## src/rtl/md_issue_if.sv

```systemverilog
// md_issue_if: bundles the EX-stage request, D-stage hazard input and the
// multiply/divide datapath controls around md_issue_ctrl.
//
// Signals:
//   e_op_valid, e_op[2:0], e_rt_zero : EX-stage md-class request
//   d_md_use                         : D-stage instruction is md-class
//   md_start, md_func[2:0]           : start pulse and function to datapath
//   md_busy, md_done, md_cnt         : sequencing status
//   d_stall                          : stall request to the stall unit
//   hi_we, lo_we                     : HI/LO commit enables
//   md_err                           : sticky protocol error flag
//
// Handshake: e_op_valid qualifies e_op for one cycle. There is no ready
// signal. A request is taken exactly when md_start is high in that same
// cycle (or, for mthi/mtlo, when hi_we/lo_we is high). A request that
// arrives while md_busy is high is dropped and raises md_err. The producer
// avoids this by honouring d_stall, which is asserted from the start cycle
// through the last busy cycle while an md-class instruction waits in D.
//
// Modports: master = EX/D-stage side, slave = the issue controller.
interface md_issue_if #(
  parameter int CNT_W = 4
);
  logic             e_op_valid;
  logic [2:0]       e_op;
  logic             e_rt_zero;
  logic             d_md_use;
  logic             md_start;
  logic [2:0]       md_func;
  logic             md_busy;
  logic             d_stall;
  logic             hi_we;
  logic             lo_we;
  logic             md_done;
  logic [CNT_W-1:0] md_cnt;
  logic             md_err;

  modport master (
    output e_op_valid, e_op, e_rt_zero, d_md_use,
    input  md_start, md_func, md_busy, d_stall, hi_we, lo_we,
           md_done, md_cnt, md_err
  );

  modport slave (
    input  e_op_valid, e_op, e_rt_zero, d_md_use,
    output md_start, md_func, md_busy, d_stall, hi_we, lo_we,
           md_done, md_cnt, md_err
  );
endinterface

```

## src/rtl/md_issue_ctrl.sv

```systemverilog
// md_issue_ctrl: issue and sequencing controller for the shared
// multiply/divide unit. It accepts mult/multu/div/divu from EX, pulses the
// datapath start, counts out the fixed latency and commits HI/LO on the last
// busy cycle. mthi/mtlo commit immediately with no busy period.
//
// Ports:
//   clk          : rising-edge clock
//   reset        : asynchronous active-low reset (0 = reset)
//   bus          : md_issue_if.slave (request, status and enables)
//   dbg_state_o  : current FSM state (0 = IDLE, 1 = RUN)
//
// Optional feature macro: MD_DIV0_SKIP_EN
//   When defined, a div/divu with a zero divisor finishes after one busy
//   cycle and leaves HI/LO untouched. When undefined, e_rt_zero is ignored.
module md_issue_ctrl #(
  parameter int MULT_LAT = 5,
  parameter int DIV_LAT  = 10,
  parameter int CNT_W    = 4
) (
  input  logic         clk,
  input  logic         reset,
  md_issue_if.slave    bus,
  output logic         dbg_state_o
);

  typedef enum logic {
    IDLE = 1'b0,
    RUN  = 1'b1
  } state_e;

  localparam logic [2:0] OP_NONE  = 3'b000;
  localparam logic [2:0] OP_MULT  = 3'b001;
  localparam logic [2:0] OP_MULTU = 3'b010;
  localparam logic [2:0] OP_DIV   = 3'b011;
  localparam logic [2:0] OP_DIVU  = 3'b100;
  localparam logic [2:0] OP_MTHI  = 3'b101;
  localparam logic [2:0] OP_MTLO  = 3'b110;
  localparam logic [2:0] OP_RSV   = 3'b111;

  state_e           state_q, state_d;
  logic [CNT_W-1:0] cnt_q, cnt_d;
  logic             err_q, err_d;
  logic             commit;

  logic             op_valid;
  logic             is_mul, is_div, is_mt;
  logic             in_idle;
  logic             accept;
  logic             mt_we;
  logic             err_evt;
  logic             done;

`ifdef MD_DIV0_SKIP_EN
  // Remembers whether the running op should write HI/LO when it finishes.
  logic commit_q, commit_d;
  assign commit = commit_q;
`else
  logic unused_rt_zero;
  assign unused_rt_zero = bus.e_rt_zero;
  assign commit         = 1'b1;
`endif

  // Request decode. Qualified by reset so nothing combinational leaks out
  // while reset is held.
  always_comb begin
    op_valid = bus.e_op_valid && reset;
    is_mul   = (bus.e_op == OP_MULT) || (bus.e_op == OP_MULTU);
    is_div   = (bus.e_op == OP_DIV)  || (bus.e_op == OP_DIVU);
    is_mt    = (bus.e_op == OP_MTHI) || (bus.e_op == OP_MTLO);
    in_idle  = (state_q == IDLE);
    accept   = op_valid && in_idle && (is_mul || is_div);
    mt_we    = op_valid && in_idle && is_mt;
    // Any real op while busy, or the reserved encoding, is dropped and flagged.
    err_evt  = op_valid && ((bus.e_op == OP_RSV) ||
                            (!in_idle && (bus.e_op != OP_NONE)));
    done     = (state_q == RUN) && (cnt_q == CNT_W'(1));
  end

  // Next-state logic.
  always_comb begin
    state_d = state_q;
    cnt_d   = cnt_q;
    err_d   = err_q || err_evt;
`ifdef MD_DIV0_SKIP_EN
    commit_d = commit_q;
`endif
    case (state_q)
      IDLE: begin
        if (accept) begin
          state_d = RUN;
          cnt_d   = is_mul ? CNT_W'(MULT_LAT) : CNT_W'(DIV_LAT);
`ifdef MD_DIV0_SKIP_EN
          commit_d = 1'b1;
          if (is_div && bus.e_rt_zero) begin
            cnt_d    = CNT_W'(1);
            commit_d = 1'b0;
          end
`endif
        end
      end
      RUN: begin
        // cnt_q <= 1 also covers an unreachable zero count, so RUN cannot stick.
        if (cnt_q <= CNT_W'(1)) begin
          state_d = IDLE;
          cnt_d   = '0;
        end else begin
          cnt_d = cnt_q - CNT_W'(1);
        end
      end
      default: begin
        state_d = IDLE;
        cnt_d   = '0;
      end
    endcase
  end

  always_ff @(posedge clk or negedge reset) begin
    if (!reset) begin
      state_q <= IDLE;
      cnt_q   <= '0;
      err_q   <= 1'b0;
`ifdef MD_DIV0_SKIP_EN
      commit_q <= 1'b0;
`endif
    end else begin
      state_q <= state_d;
      cnt_q   <= cnt_d;
      err_q   <= err_d;
`ifdef MD_DIV0_SKIP_EN
      commit_q <= commit_d;
`endif
    end
  end

  // Outputs: status from registered state, start/func/mt enables from inputs.
  always_comb begin
    bus.md_start = accept;
    bus.md_func  = accept ? bus.e_op : OP_NONE;
    bus.md_busy  = (state_q == RUN);
    bus.d_stall  = bus.d_md_use && ((state_q == RUN) || accept);
    bus.md_done  = done;
    bus.hi_we    = (done && commit) || (mt_we && (bus.e_op == OP_MTHI));
    bus.lo_we    = (done && commit) || (mt_we && (bus.e_op == OP_MTLO));
    bus.md_cnt   = cnt_q;
    bus.md_err   = err_q;
    dbg_state_o  = state_q;
  end

endmodule

```

## src/flat_wrapper.sv

```systemverilog
// flat-port wrapper written by rule: the top's interface ports become plain ports
module md_issue_ctrl_flat 
#(
  parameter int MULT_LAT = 5,
  parameter int DIV_LAT  = 10,
  parameter int CNT_W    = 4
)
  (clk, reset, dbg_state_o, bus_e_op_valid, bus_e_op, bus_e_rt_zero, bus_d_md_use, bus_md_start, bus_md_func, bus_md_busy, bus_d_stall, bus_hi_we, bus_lo_we, bus_md_done, bus_md_cnt, bus_md_err);
  md_issue_if #(.CNT_W(CNT_W)) bus_i ();
  input  logic clk;
  input  logic reset;
  output logic dbg_state_o;
  input wire logic [$bits(bus_i.e_op_valid)-1:0] bus_e_op_valid;
  input wire logic [$bits(bus_i.e_op)-1:0] bus_e_op;
  input wire logic [$bits(bus_i.e_rt_zero)-1:0] bus_e_rt_zero;
  input wire logic [$bits(bus_i.d_md_use)-1:0] bus_d_md_use;
  output wire logic [$bits(bus_i.md_start)-1:0] bus_md_start;
  output wire logic [$bits(bus_i.md_func)-1:0] bus_md_func;
  output wire logic [$bits(bus_i.md_busy)-1:0] bus_md_busy;
  output wire logic [$bits(bus_i.d_stall)-1:0] bus_d_stall;
  output wire logic [$bits(bus_i.hi_we)-1:0] bus_hi_we;
  output wire logic [$bits(bus_i.lo_we)-1:0] bus_lo_we;
  output wire logic [$bits(bus_i.md_done)-1:0] bus_md_done;
  output wire logic [$bits(bus_i.md_cnt)-1:0] bus_md_cnt;
  output wire logic [$bits(bus_i.md_err)-1:0] bus_md_err;
  assign bus_i.e_op_valid = bus_e_op_valid;
  assign bus_i.e_op = bus_e_op;
  assign bus_i.e_rt_zero = bus_e_rt_zero;
  assign bus_i.d_md_use = bus_d_md_use;
  assign bus_md_start = bus_i.md_start;
  assign bus_md_func = bus_i.md_func;
  assign bus_md_busy = bus_i.md_busy;
  assign bus_d_stall = bus_i.d_stall;
  assign bus_hi_we = bus_i.hi_we;
  assign bus_lo_we = bus_i.lo_we;
  assign bus_md_done = bus_i.md_done;
  assign bus_md_cnt = bus_i.md_cnt;
  assign bus_md_err = bus_i.md_err;
  md_issue_ctrl #(.MULT_LAT(MULT_LAT), .DIV_LAT(DIV_LAT), .CNT_W(CNT_W)) u_core (.clk(clk), .reset(reset), .bus(bus_i), .dbg_state_o(dbg_state_o));
endmodule
```

## config.mk

```make
export PLATFORM = sky130hd
export DESIGN_NAME = md_issue_ctrl_flat
export DESIGN_NICKNAME = d
export VERILOG_FILES = /design/src/rtl/md_issue_if.sv /design/src/rtl/md_issue_ctrl.sv /design/src/flat_wrapper.sv
export SDC_FILE = /design/constraint.sdc
export NUM_CORES = 1
export LEC_CHECK = 0
export CAP_MARGIN = 20
export CORE_UTILIZATION = 35
export DETAILED_ROUTE_END_ITERATION = 10
export GPL_TIMING_DRIVEN = 0
export PLACE_DENSITY_LB_ADDON = 0.05
export SYNTH_ARGS = -nofsm -noshare
export SYNTH_HDL_FRONTEND = slang
export SYNTH_SLANG_ARGS = --single-unit
```

## constraint.sdc

```tcl
create_clock -name clk -period 2 [get_ports clk]
set_clock_uncertainty 0.05 [all_clocks]
set_input_delay 0.5 -clock clk [delete_from_list [all_inputs] [get_ports clk]]
set_output_delay 0.5 -clock clk [all_outputs]
set_load 0.05 [all_outputs]
```

== Word level (Yosys, flattened, before mapping) ==
Index checks and enable logic that the tools add are counted.

* Flip-flop bits (word level): 6
* Input bits: 8
* Output and inout bits: 15

* $add $sub $neg: 1
* Order comparisons: 1
* Equality and inequality tests: 9
* Multiplexer cells: 8
* Bitwise gates (word level): 1
* Reduce and logical (&&, ||, !) cells: 20

{| class="wikitable"
|+ Operator list
! cell !! count
|-
| $eq 3x3->1 const B || 4
|-
| $mux 4 || 3
|-
| $logic_and 1x1->1 || 10
|-
| $logic_or 1x1->1 || 9
|-
| $pmux 4 s2 || 1
|-
| $eq 3x2->1 const B || 2
|-
| $eq 4x1->1 const B || 1
|-
| $le 4x1->1 const B || 1
|-
| $sub 4x1->4 const B || 1
|-
| $eq 3x1->1 const B || 1
|-
| $mux 3 || 1
|-
| $reduce_bool 3->1 || 1
|-
| $mux 1 || 2
|-
| $ne 2x2->1 const B || 1
|-
| $pmux 1 s2 || 1
|-
| $not 1->1 || 1
|}

== Logic depth before layout (Yosys ltp) ==
* Depth in word-level cells: 6
* Mapped depth: 6
* Gate-level depth less buffers: 6

== Worst setup path before layout ==
Ideal clock, no wire load.

* Path type: flip-flop to output port
* Start: reg u_core.state_q (netlist: u_core.bus.md_busy)
* End: out bus_md_func[0]
* Arrival time: 2508 ps
* Data required time: 1450 ps
* Path slack: -1058 ps
* Cell stages (with the launch flop): 3
* Buffers on the path: 1
* Path through: dfrtp_1 -> clkbuf_1 -> nor4b_1

* Longest elaborated chain between the ends: 4

{| class="wikitable"
|+ Ends and longest elaborated chain
! element !! line !! RTL
|-
| from (decl) || md_issue_ctrl.sv:40 || <nowiki>state_e state_q, state_d;</nowiki>
|-
| from (signal assigned) || md_issue_ctrl.sv:126 || <nowiki>state_q <= state_d;</nowiki>
|-
| $not 1->1 || md_issue_ctrl.sv:70 || <nowiki>in_idle = (state_q == IDLE);</nowiki>
|-
| $logic_and 1x1->1 (2 in series) || md_issue_ctrl.sv:71 || <nowiki>accept = op_valid && in_idle && (is_mul || is_div);</nowiki>
|-
| $mux 3 || md_issue_ctrl.sv:138 || <nowiki>bus.md_func = accept ? bus.e_op : OP_NONE;</nowiki>
|-
| to (decl) || flat_wrapper.sv:18 || <nowiki>output wire logic [$bits(bus_i.md_func)-1:0] bus_md_func;</nowiki>
|}

Every way passes these cells.

== Final worst setup path ==
* Start: in bus_e_op_valid
* End: out bus_md_func[1]

* Longest elaborated chain between the ends: 4

{| class="wikitable"
|+ Ends and longest elaborated chain
! element !! line !! RTL
|-
| from (decl) || flat_wrapper.sv:13 || <nowiki>input wire logic [$bits(bus_i.e_op_valid)-1:0] bus_e_op_valid;</nowiki>
|-
| $logic_and 1x1->1 || md_issue_ctrl.sv:66 || <nowiki>op_valid = bus.e_op_valid && reset;</nowiki>
|-
| $logic_and 1x1->1 (2 in series) || md_issue_ctrl.sv:71 ||
|-
| $mux 3 || md_issue_ctrl.sv:138 ||
|}

Every way passes these cells.

==> results_dict.tcl <==
set metrics [dict create \
    dieHeight_um 39.48 \
    fin_cells 108 \
    clockBufferDepth 2 \
    synth-edff-count 0 \
    muxShareOfSynthArea 0 \
    yosys.area.top_type_share 0.3053 \
    period_share 1.080 \
    drive_above_1_share 0.5484 \
    firstDrtPassIters 4 \
    synth_compound_area_frac 0.2137 \
    synth_common_cells "6 x dfrtp_1, 4 x inv_1, 4 x nor3_1, 4 x o21ai_0" \
    ant_nets 0 \
    grt_pass1_vias 467 \
    hold_class "reg -> reg" \
    grt_pass1_wl_mm 2.035 \
    start_util 0.3779 \
    violations "setup timing" \
    rsz0062_at_grt "yes" \
    antenna_found_initial 0 \
    pre_cts_slack_ps -1598 \
    synth_cell_types 29 \
    critPathLaunchType "input port" \
    ys_seq_area_frac 0.3053 \
    ys_ff_latch 6 \
    crit_arrival_ps 1610 \
    synth_fa_ha_area_frac 0.05089 \
    synth_area_um2 491.7 \
    swShare 0.5107 \
    syn2layout_area_growth_pct 98.73 \
    synth_nets 66 \
    hold_violations 0 \
    setup_violations 6 \
    cp_max_fo 4 \
    vias_per_cell 5.444 \
    combPwrFrac 0.706 \
    p_seq_frac 0.197 \
    numCtsBuffers 3 \
    fp-row-count 13 \
    maxCapViolCount 0 \
    fill_cells 90 \
    yosys.area_share.simple 0.3028 \
    synth.avg_cell_area_um2 8.781 \
    io_pins 23 \
    dp_hpwl_um 881.1 \
    synth_ff_type "dfrtp_1" \
    worstSetupPathType "in -> out" \
    cts-root-buf "clkbuf_4" \
    layout_setup_ws_ps -159.8 \
    grt-ovfl-total 0 \
    h-tree-depth 1 \
    die_w_um 39.48 \
    peakVddDrop_v 0.0008343 \
    post-route-min-period_ps 2160 \
    clockPowerShare 0.097 \
    worstSetupEndpointType "output port" \
    antenna_cells 0 \
    gp_congestion 0.7118 \
    initialDrtViolationCount 12 \
    yosys_warnings 0 \
    core_um2 1301 \
    synth-async-reset-ratio 1.000 \
    synthTopCellsByArea "dfrtp_1 31%, o22a_1 5.3%, ha_1 5.1%" \
    critPathRequiredTime_ps 1450 \
    die-area_um2 1559 \
    cts.sinks 6 \
    max_slew_margin 0.6468 \
    worst_pin_slew_ps 525.4 \
    grt_usage 0.1976 \
    synth_top_area_cell "dfrtp_1" \
    drv_slew 0 \
    path_clk_slew_ps 50 \
    power.internal_mw 0.5910 \
    design_power_total_mw 1.208 \
    syn_inst 56 \
    yosysMostFrequentCell "dfrtp_1" \
    fmax_mhz 463.0 \
    synthXorXnorAreaFrac 0.01781 \
    drc_errors 0 \
    vias 588 \
    powerDensity_nw_per_um2 1236 \
    cts_tree "done" \
    status "finished, violations left" \
    p_sw_mw 0.6168 \
    grt_start_max_net_pins 10 \
    clock_latency_ps 250 \
    portBuffers 19 \
    p_leak_nw 0.4614 \
    synth_top_family_by_area "simple AND/OR/NAND/NOR gates" \
    finalWirelength_mm 1.426 \
    routedWlPerCell_um 13.20 \
    nNetsFinal 105 \
    dp.cells 90 \
]
-- registers in the layout, indices dropped and copies added, names as in the netlist --
name / cells
u_core.bus.md_err: 1
u_core.bus.md_busy: 1
u_core.bus.md_cnt: 4
-- through the flow --
step	utilization	hold slack, ps	area (um2)	setup TNS [ps]
6_report	0.7510	418.3	977.2	-735.6
5_1_grt	0.7510	422.4	977.2	-972.9
4_1_cts	0.7144	36.01	929.6	-1048
3_5_place_dp	0.6077	407.1	790.8	-11450
3_3_place_gp	0.6077	406.1	790.8	-11470
2_1_floorplan	-	154.4	581.8	-364.8
-- placed cells by master, fill, tap and decap left out, types with 3 or more instances in the layout --
| cell type | instances |
|---|---|
| dfrtp_1 | 4 |
| buf_6 | 6 |
| buf_12 | 3 |
| inv_1 | 3 |
| buf_4 | 15 |
| nand2b_1 | 3 |
| clkbuf_4 | 3 |
| nand3_1 | 3 |
| o22a_1 | 3 |
| dlygate4sd2_1 | 5 |
-- routing by layer --
metal / vias to the layer above / GRT usage / routed length, um / part of all wire
li1: 276 / - / - / -
met1: 287 / 0.2491 / 637 / 0.45
met2: 23 / 0.3156 / 679 / 0.48
met3: 2 / 0.05114 / 94 / 0.066
met4: 0 / 0.07759 / 14 / 0.0098
met5: - / 0 / 0 / 0
-- cells by family after synthesis --
logic type,after synthesis
AND/OR/NAND/NOR,24
AO/OA/AOI/OAI,14
buffers and inverters,9
flip-flops,6
adder cells (fa/ha/maj),2
XOR/XNOR,1
-- area by class of cell --
type	count	area (um2)	area share
multi-input combinational	41	367.9	0.3764
timing repair buffer	34	319.1	0.3265
sequential	6	152.6	0.1562
buffer	4	61.31	0.06274
inverter	5	35.03	0.03585
clock buffer	3	22.52	0.02305
tap	15	18.77	0.01921
-- power groups by stage --
| stage | registers (mW) | logic, mW | clock network (mW) |
|---|---|---|---|
| 2_1_floorplan | 0.393 | 0.419 | 0 |
| 3_3_place_gp | 0.238 | 0.787 | 0 |
| 3_5_place_dp | 0.238 | 0.787 | 0 |
| 4_1_cts | 0.236 | 0.830 | 0.123 |
| 5_1_grt | 0.243 | 0.913 | 0.125 |
| 6_report | 0.238 | 0.853 | 0.117 |
-- path summary, 6_finish.rpt --
kind | from | to | slack [ps] | depth (start not counted)
min in group asynchronous | reset | u_core.bus.md_cnt[0] | 640 | 2
max reg2reg | u_core.bus.md_busy | u_core.bus.md_cnt[0] | 300 | 7
min reg2reg | u_core.bus.md_err | u_core.bus.md_err | 420 | 1
max in group asynchronous | reset | u_core.bus.md_cnt[1] | 1000 | 2
max | bus_e_op_valid | bus_md_func[1] | -160 | 6
min | u_core.bus.md_err | u_core.bus.md_err | 420 | 1
-- worst max-delay path: stages --
cell      delay [ps]
clkbuf_2         130
nand2_4           80
or4_4            570
clkinv_8          60
and2_4           130
buf_8            130
-- timing repair --
action / CTS / global route
endpoints found under the hold margin: 0 / 6
hold buffers: 0 / 1
setup endpoints to repair: 16 / 9
buffers inserted: 12 / 2
resized for setup: 80 / 9
pin swaps: 4 / 4
Power figures use the tool's default switching activity.
